[src/rtl/bsk_pkg.sv]
// Shared BSK PRD board definitions: command word geometry, idle value and the
// per-channel debounce decision used by the command-line filter.
package bsk_pkg;

  localparam int BSK_COM_WIDTH = 16;
  localparam logic [BSK_COM_WIDTH-1:0] BSK_COM_DEFAULT = 16'hFFFF;

  typedef logic [BSK_COM_WIDTH-1:0] bsk_com_t;

  // What one synchronised sample does to a channel's debounce state.
  typedef enum logic [1:0] {
    DEB_MATCH,   // sample equals accepted level: restart the count
    DEB_COUNT,   // sample differs, run not yet long enough
    DEB_ACCEPT   // sample differs and completes the run: take the new level
  } deb_act_e;

endpackage

[src/rtl/bsk_com_debounce.sv]
// One command channel: two-flop synchroniser, consecutive-sample debounce,
// hold-able output bit and sticky change flag.
module bsk_com_debounce
  import bsk_pkg::*;
#(
  parameter int   FILTER_LEN = 4,
  parameter int   CNT_W      = 8,
  parameter logic RST_VAL    = 1'b1
) (
  input  logic clk,
  input  logic rst_n,
  input  logic com_i,
  input  logic hold_i,
  input  logic clr_chg_i,
  output logic com_o,
  output logic chg_o
);

  localparam logic [CNT_W-1:0] CNT_LAST = CNT_W'(FILTER_LEN - 1);

  logic             s1_d, s1_q;
  logic             s2_d, s2_q;
  logic [CNT_W-1:0] cnt_d, cnt_q;
  logic             filt_d, filt_q;
  logic             com_d, com_q;
  logic             chg_d, chg_q;
  deb_act_e         act;

  always_comb begin
    if (s2_q == filt_q)       act = DEB_MATCH;
    else if (cnt_q == CNT_LAST) act = DEB_ACCEPT;
    else                      act = DEB_COUNT;
  end

  // NOTE: every signal gets a default before any branch so no path leaves it
  // unassigned; otherwise synthesis would infer a latch.
  always_comb begin
    s1_d   = com_i;
    s2_d   = s1_q;
    cnt_d  = cnt_q;
    filt_d = filt_q;
    unique case (act)
      DEB_MATCH:  cnt_d = '0;
      DEB_COUNT:  cnt_d = cnt_q + CNT_W'(1);
      DEB_ACCEPT: begin
        filt_d = s2_q;
        cnt_d  = '0;
      end
      default:    cnt_d = '0;
    endcase

    com_d = hold_i ? com_q : filt_q;

    // A toggle on this edge outranks a simultaneous clear.
    if (com_d != com_q) chg_d = 1'b1;
    else if (clr_chg_i) chg_d = 1'b0;
    else                chg_d = chg_q;
  end

  // NOTE: state updates use non-blocking assignments so every flop samples the
  // pre-edge values; blocking here would let s2 see this edge's s1.
  always_ff @(posedge clk or negedge rst_n) begin
    if (!rst_n) begin
      s1_q   <= RST_VAL;
      s2_q   <= RST_VAL;
      cnt_q  <= '0;
      filt_q <= RST_VAL;
      com_q  <= RST_VAL;
      chg_q  <= 1'b0;
    end else begin
      s1_q   <= s1_d;
      s2_q   <= s2_d;
      cnt_q  <= cnt_d;
      filt_q <= filt_d;
      com_q  <= com_d;
      chg_q  <= chg_d;
    end
  end

  assign com_o = com_q;
  assign chg_o = chg_q;

endmodule

[src/rtl/bsk_com_filter.sv]
// Input conditioning for the PRD board command lines: per-channel sync and
// debounce, read-coherent command word and sticky change flags.
module bsk_com_filter
  import bsk_pkg::*;
#(
  parameter int               WIDTH       = BSK_COM_WIDTH,
  parameter int               FILTER_LEN  = 4,
  parameter int               CNT_W       = 8,
  parameter logic [WIDTH-1:0] COM_DEFAULT = BSK_COM_DEFAULT
) (
  input  logic             clk,
  input  logic             iRes,
  input  logic [WIDTH-1:0] iCom,
  input  logic             iHold,
  input  logic             iClrChg,
  output logic [WIDTH-1:0] oCom,
  output logic [WIDTH-1:0] oChg,
  output logic             oChgAny
);

  // The counter must be able to hold FILTER_LEN-1 and at least one sample is needed.
  if (FILTER_LEN < 1 || FILTER_LEN >= (1 << CNT_W)) begin : g_param_err
    $error("bsk_com_filter: FILTER_LEN=%0d illegal for CNT_W=%0d", FILTER_LEN, CNT_W);
  end

  for (genvar i = 0; i < WIDTH; i++) begin : g_chan
    bsk_com_debounce #(
      .FILTER_LEN (FILTER_LEN),
      .CNT_W      (CNT_W),
      .RST_VAL    (COM_DEFAULT[i])
    ) u_deb (
      .clk       (clk),
      .rst_n     (iRes),
      .com_i     (iCom[i]),
      .hold_i    (iHold),
      .clr_chg_i (iClrChg),
      .com_o     (oCom[i]),
      .chg_o     (oChg[i])
    );
  end

  assign oChgAny = |oChg;

endmodule
[config.mk]
export PLATFORM = sky130hd
export DESIGN_NAME = bsk_com_filter
export DESIGN_NICKNAME = d
export VERILOG_FILES = /design/src/rtl/bsk_pkg.sv /design/src/rtl/bsk_com_debounce.sv /design/src/rtl/bsk_com_filter.sv
export SDC_FILE = /design/constraint.sdc
export NUM_CORES = 1
export LEC_CHECK = 0
export CAP_MARGIN = 20
export CORE_ASPECT_RATIO = 0.75
export CORE_MARGIN = 3
export CORE_UTILIZATION = 56
export CTS_BUF_LIST = sky130_fd_sc_hd__clkbuf_8
export DETAILED_ROUTE_END_ITERATION = 7
export PLACE_DENSITY = 0.79
export SLEW_MARGIN = 20
export SYNTH_ARGS = -nofsm -noshare
export SYNTH_HDL_FRONTEND = slang
export SYNTH_SLANG_ARGS = --single-unit
[constraint.sdc]
create_clock -name clk -period 1.67 [get_ports clk]
set_input_delay 0.334 -clock clk [delete_from_list [all_inputs] [get_ports clk]]
set_output_delay 0.334 -clock clk [all_outputs]
set_load 0.005 [all_outputs]
==> flow_summary.toml, run 1 <==
[outcome]
status = "finished with violations"
violations = "setup timing"

[clock_tree]
cts.clk_slew.worst_paths_ns = 0.06
clk_path_buf_depth = 3
clkLatencyLatePin_ns = 0.56
htree_levels = 1
cts_sinks = 208
cts_tree = "yes"
clockRootBuffer = "clkbuf_8"
cts_inserted_buffers = 31

[power]
p_leak_uw = 0.004662
vdd_drop_max_mv = 0.9342
powerDensity_nw_per_um2 = 1505

[sta]
period_minus_slack_ns = 1.901
fin_skew_ns = 0.01546
setup_viol = 2
relSlewSlack_pct = 71.63
fmax_mhz = 526.0
slew_violations = 0
setup_ws_ns = -0.2313
tightest_slew_ns = 0.4197
rsz0062_at_grt = "yes"
final-hold-violation-count = 0
fin_crit_sh_pct = 113.8

[detailed_routing]
drt_first_pass_iters = 4
wl_per_cell_um = 14.32
via_per_inst = 5.423
antenna_left = 0
drtIter0Drc = 352
drc = 0
vias = 6269
finalWirelength_um = 16550

[floorplanning]
row_count = 39
die_height_um = 116.9
die-area_um2 = 18000
start_util_pct = 58.67
coreArea_um2 = 15660
die-width_um = 153.9
pin_count = 53

[flow_run]
maxCapViolCount = 0

[layout]
layout.cells.non_filler = 1156
final_cell_mix = "dfrtp_1 (144), nor2_1 (79), nand3_1 (66), dfstp_2 (64), a21oi_1 (51)"
fill_cells = 1128
layout_commonest_cell = "dfrtp_1"
final_area_um2 = 10820
syn2layout_area_growth_pct = 17.70
nets = 962
drive_above_1_share_pct = 24.40
n_antenna_cell = 0

[placement]
pre_cts_ws_ns = -0.05984
globalplace.congestion = 0.8384
place_inst = 1081
dp.final_hpwl_um = 11250
port-buffer-count = 52
postPlaceCellArea_um2 = 10040

[logic_synthesis]
synth_fp_nets = 861
ys_seq_area_share_pct = 57.51
synth_edf_count = 0
async_flop_share_pct = 100.0
synthesis.area_um2 = 9190
synth_flop_cell = "dfrtp_1"
ys_warn_count = 0
ys_types = 40
netlist_instances = 825
syn_avg_cell_area_um2 = 11.14
ys_seq_elements = 208

[global_routing]
antenna_found_initial = 0
grt_pass1_vias = 5911
grt-ovfl-total = 0
grt_pass1_wl_um = 28600
grt_max_degree = 44
grt_usage_pct = 19.11

[critical_path]
required_ns = 1.34
crit_path_start_kind = "flop"
critPathArrivalTime_ns = 1.57
crit_path_end_kind = "output pin"
worstPathMaxFanout = 2
criticalPathCategory = "reg2out"

[min_path]
hp-class = "in2reg"
==> through the flow <==
step / hold WS, ns / power, uW / setup TNS, ns / util, %
6_report: 0.1783 / 16270 / -0.2433 / 69.06
3_3_place_gp: 0.2960 / 11850 / -0.01013 / 64.07
2_1_floorplan: 0.03841 / 10310 / 0 / -
4_1_cts: 0.1385 / 16350 / -0.2897 / 68.99
5_1_grt: 0.1373 / 17360 / -0.5978 / 69.06
3_5_place_dp: 0.2915 / 11950 / -0.05984 / 64.07
==> routing by layer <==
layer | vias up | share of wire, % | global-route usage [%]
li1 | 3086 | - | -
met1 | 3036 | 50 | 28.86
met4 | 0 | 2.8 | 5.588
met5 | - | 0 | 0
met2 | 110 | 43 | 28.35
met3 | 37 | 4.2 | 3.969
==> Yosys cell counts (4+ instances only) <==
master    count  share of area [%]
dfstp_2      64                 18
nor4_1       11               0.75
nand2_1      32                1.3
clkbuf_1      5               0.20
or4_1         4               0.33
xor2_1       36                3.4
nor2_1       81                3.3
xnor2_1      43                4.1
mux2_1       21                2.6
o22ai_1      16                1.1
a21oi_1      52                2.8
ha_1         16                2.2
nand4_1      15                1.0
mux2_2       10                1.2
inv_1        37                1.5
or3_1        46                3.1
a31o_2        7               0.67
buf_4        32                2.6
nand3_1      66                3.6
dfrtp_1     144                 39
nor3_1        4               0.22
nand2b_1      6               0.41
o21ai_0      44                2.4
==> critical path: stages (launching register included) <==
cell,delay (ns)
dfrtp_1,0.42
nor4_4,0.32
nand4_1,0.13
buf_2,0.16
==> timing repair <==
action / in CTS / in global routing
pin swaps: 1 / 2
endpoints found under the hold margin: 40 / 0
setup buffers: 20 / 4
gates resized for setup: 111 / 26
setup endpoints to repair: 33 / 21
hold buffers: 1 / 0
==> registers in the layout, summed over array words and instances, names as in the netlist <==
signal	flops
g_chan.u_deb.chg_o	16
g_chan.u_deb.cnt_q	128
g_chan.u_deb.com_o	16
g_chan.u_deb.filt_q	16
g_chan.u_deb.s1_q	16
g_chan.u_deb.s2_q	16
==> final cells by class <==
class | count | area, um2 | share of cell area [%]
clock inverters | 20 | 116.4 | 1.076
clock buffers | 38 | 523.0 | 4.835
well taps | 205 | 256.5 | 2.371
multi-input cells | 542 | 3570 | 33.00
repair buffers | 106 | 927.1 | 8.571
flip-flops and latches | 208 | 5285 | 48.86
inverters | 37 | 138.9 | 1.284
==> worst paths after layout <==
kind                                               startpoint                             endpoint  slack [ns]  cells past startpoint
hold reg to reg                g_chan[2].u_deb.s1_q$_DFF_PN1_       g_chan[2].u_deb.s2_q$_DFF_PN1_        0.35                      0
max in group asynchronous                                iRes       g_chan[9].u_deb.s2_q$_DFF_PN1_        0.78                      3
setup reg to reg           g_chan[9].u_deb.cnt_q[1]$_DFF_PN0_   g_chan[9].u_deb.cnt_q[5]$_DFF_PN0_       -0.01                      5
hold / removal                                       iCom[10]      g_chan[10].u_deb.s1_q$_DFF_PN1_        0.18                      1
setup / recovery            g_chan[9].u_deb.chg_o$_DFFE_PN0P_                              oChgAny       -0.23                      3
min in group asynchronous                                iRes  g_chan[14].u_deb.cnt_q[0]$_DFF_PN0_        0.28                      2
==> logic make-up after synthesis <==
kind of cell,Yosys count,share of synthesized area (%)
and+or+nand+nor,279,15.74
adders and majority gates,16,2.178
AOI/OAI and AO/OA,137,8.795
DFF,208,57.51
muxes,31,3.799
buffers and inverters,75,4.452
xor gates and xnor gates,79,7.529
==> power by group <==
part / switching [uW] / leakage (uW) / internal (uW)
combinational: 2260 / 0.00166 / 2460
sequential: 1060 / 0.00262 / 6380
clock: 1890 / 0.000381 / 2220
total: 5200 / 0.00466 / 11100
No activity file was read; power rests on OpenSTA's default activity.
==> run 2: changes to the inputs <==
--- a/config.mk
+++ b/config.mk
@@ -5,7 +5,7 @@
 export SDC_FILE = /design/constraint.sdc
 export NUM_CORES = 1
 export LEC_CHECK = 0
-export CAP_MARGIN = 20
+export CAP_MARGIN = 10
 export CORE_ASPECT_RATIO = 0.75
 export CORE_MARGIN = 3
 export CORE_UTILIZATION = 56
==> results of run 2 <==
Final layout, timing and power as in run 1 (identical DEF).
==> run 3: changes to the inputs <==
--- a/config.mk
+++ b/config.mk
@@ -11,6 +11,7 @@
 export CORE_UTILIZATION = 56
 export CTS_BUF_LIST = sky130_fd_sc_hd__clkbuf_8
 export DETAILED_ROUTE_END_ITERATION = 7
+export GPL_TIMING_DRIVEN = 0
 export PLACE_DENSITY = 0.79
 export SLEW_MARGIN = 20
 export SYNTH_ARGS = -nofsm -noshare
==> run 3 against run 2 <==
Net effect:
- clock skew up 0.0015 ns
- combinational power up 9.5%
- largest cell class unchanged
- global-route usage is 1.0 points higher
- the run still ends with setup timing left
- worst setup slack got worse by 0.055 ns
- clock power increased by 5.8%
- via count rose by 2.2%
- sequential share of layout area decreased by 0.82 points
==> flow_summary.toml, run 3 (synthesis gave the netlist of run 1 again) <==
[outcome]
status = "finished with violations"
violations = "setup timing"

[clock_tree]
cts.clk_slew.worst_paths_ns = 0.06
clkLatencyLatePin_ns = 0.50
cts_tree = "yes"
cts_sinks = 208
clk_path_buf_depth = 3
htree_levels = 2
clockRootBuffer = "clkbuf_8"
cts_inserted_buffers = 34

[placement]
postPlaceCellArea_um2 = 10020
port-buffer-count = 51
globalplace.congestion = 0.8034
dp.final_hpwl_um = 11340
pre_cts_ws_ns = -0.6250

[critical_path]
worstPathMaxFanout = 2
criticalPathCategory = "reg2out"
r2r-start = "g_chan[13].u_deb.cnt_q[4]$_DFF_PN0_"
crit_path_end_kind = "output pin"
required_ns = 1.34
cp_slowest_cell = "dfrtp_1"
worstPathCellList = "nor4_4, nand4_1, buf_2"
crit_path_start_kind = "flop"
crit_start = "g_chan[2].u_deb.chg_o$_DFFE_PN0P_"
cp_slowest_stage_delay_ns = 0.41
critPathArrivalTime_ns = 1.62

[global_routing]
grt-ovfl-total = 0
antenna_found_initial = 0
grt_max_degree = 88
grt_pass1_vias = 6233
grt_usage_pct = 20.11
grt_pass1_wl_um = 29900

[detailed_routing]
top_layer_used = "met4"
vias = 6407
drc = 0
drtIter0Drc = 372
wl_met1_um = 8407
drt_first_pass_iters = 4
finalWirelength_um = 17460
wl_per_cell_um = 14.82
via_per_inst = 5.439
wl_met2_um = 8015
wl_met3_um = 659
antenna_left = 0

[layout]
layout_commonest_cell = "dfrtp_1"
nets = 983
n_antenna_cell = 0
largest_reg_flops = 128
drive_above_1_share_pct = 25.69
final_cell_mix = "dfrtp_1 (143), nor2_1 (80), nand3_1 (66), dfstp_2 (64), inv_1 (54)"
syn2layout_area_growth_pct = 19.74
largest-register = "g_chan.u_deb.cnt_q"
final_area_um2 = 11000

[sta]
rsz0062_at_grt = "yes"
tightest_slew_ns = 0.6440
slew_violations = 0
fin_crit_sh_pct = 117.2
fmax_mhz = 511.0
setup_ws_ns = -0.2868
period_minus_slack_ns = 1.957
fin_skew_ns = 0.01695
final-hold-violation-count = 0
relSlewSlack_pct = 56.76
setup_viol = 2

[floorplanning]
pin_count = 53
start_util_pct = 58.67
die_height_um = 116.9
die-width_um = 153.9
die-area_um2 = 18000
row_count = 39
coreArea_um2 = 15660

[flow_run]
maxCapViolCount = 0

[min_path]
hp-start = "iCom[1]"
hp-class = "in2reg"

[power]
p_leak_uw = 0.004783
vdd_drop_max_mv = 1.023
powerDensity_nw_per_um2 = 1546
==> run 3: worst paths after layout <==
check | to | slack (ns) | cells past startpoint
max in group asynchronous | g_chan[4].u_deb.s2_q$_DFF_PN1_ | 0.52 | 3
max | oChgAny | -0.29 | 3
max reg2reg | g_chan[13].u_deb.filt_q$_DFFE_PN1N_ | 0.04 | 3
min reg2reg | g_chan[11].u_deb.s2_q$_DFF_PN1_ | 0.34 | 0
min | g_chan[1].u_deb.s1_q$_DFF_PN1_ | 0.23 | 1
min in group asynchronous | g_chan[14].u_deb.cnt_q[6]$_DFF_PN0_ | 0.34 | 2
==> run 3: report_power, final <==
part / total [uW] / internal, uW / switching, uW / leakage [uW]
Clock: 4350 / 2400 / 1950 / 0.000414
Sequential: 7500 / 6390 / 1110 / 0.00262
Combinational: 5170 / 2900 / 2270 / 0.00175
Total: 17000 / 11700 / 5320 / 0.00478
==> run 3: worst max-delay path, delay by kind of cell (launching register included) <==
kind | cells | cell delay, ns
buffers and inverters | 1 | 0.18
flip-flops | 1 | 0.41
AND/OR/NAND/NOR | 2 | 0.55
==> run 3: timing repair <==
item	in CTS	in global routing
pin swaps	5	5
endpoints found under the setup margin	62	46
hold buffers	1	0
buffers inserted	29	10
gates resized for setup	124	31
hold endpoints to repair	36	0
==> run 3: area by class of cell <==
type                    count  area (um2)
inverters                  37       138.9
well taps                 205       256.5
multi-input cells         542        3581
clock buffers              45       619.3
clock inverters            17       63.81
plain buffers              35       285.3
fillers                  1115        4659
repair buffers             89       773.2
flip-flops and latches    208        5286
==> run 3: per-layer routing <==
metal / vias to the layer above / track usage, %
met5: - / 0
met4: 0 / 6.647
met3: 33 / 3.785
met2: 107 / 30.54
met1: 3144 / 29.71
li1: 3123 / -
==> run 3: metrics by stage <==
| stage | std cells | total power [uW] | utilization [%] | hold slack (ns) | TNS, ns |
|---|---|---|---|---|---|
| finish | 1178 | 17010 | 70.25 | 0.2332 | -0.3176 |
| floorplan | 825 | 10310 | - | 0.03841 | 0 |
| global route | 1178 | 18140 | 70.25 | 0.2097 | -0.5014 |
| detailed placement | 1083 | 12120 | 63.95 | 0.2858 | -13.98 |
| CTS | 1173 | 16990 | 69.78 | 0.2079 | -0.6001 |
| global placement | 1081 | 11990 | 63.57 | 0.3459 | -1540.86 |
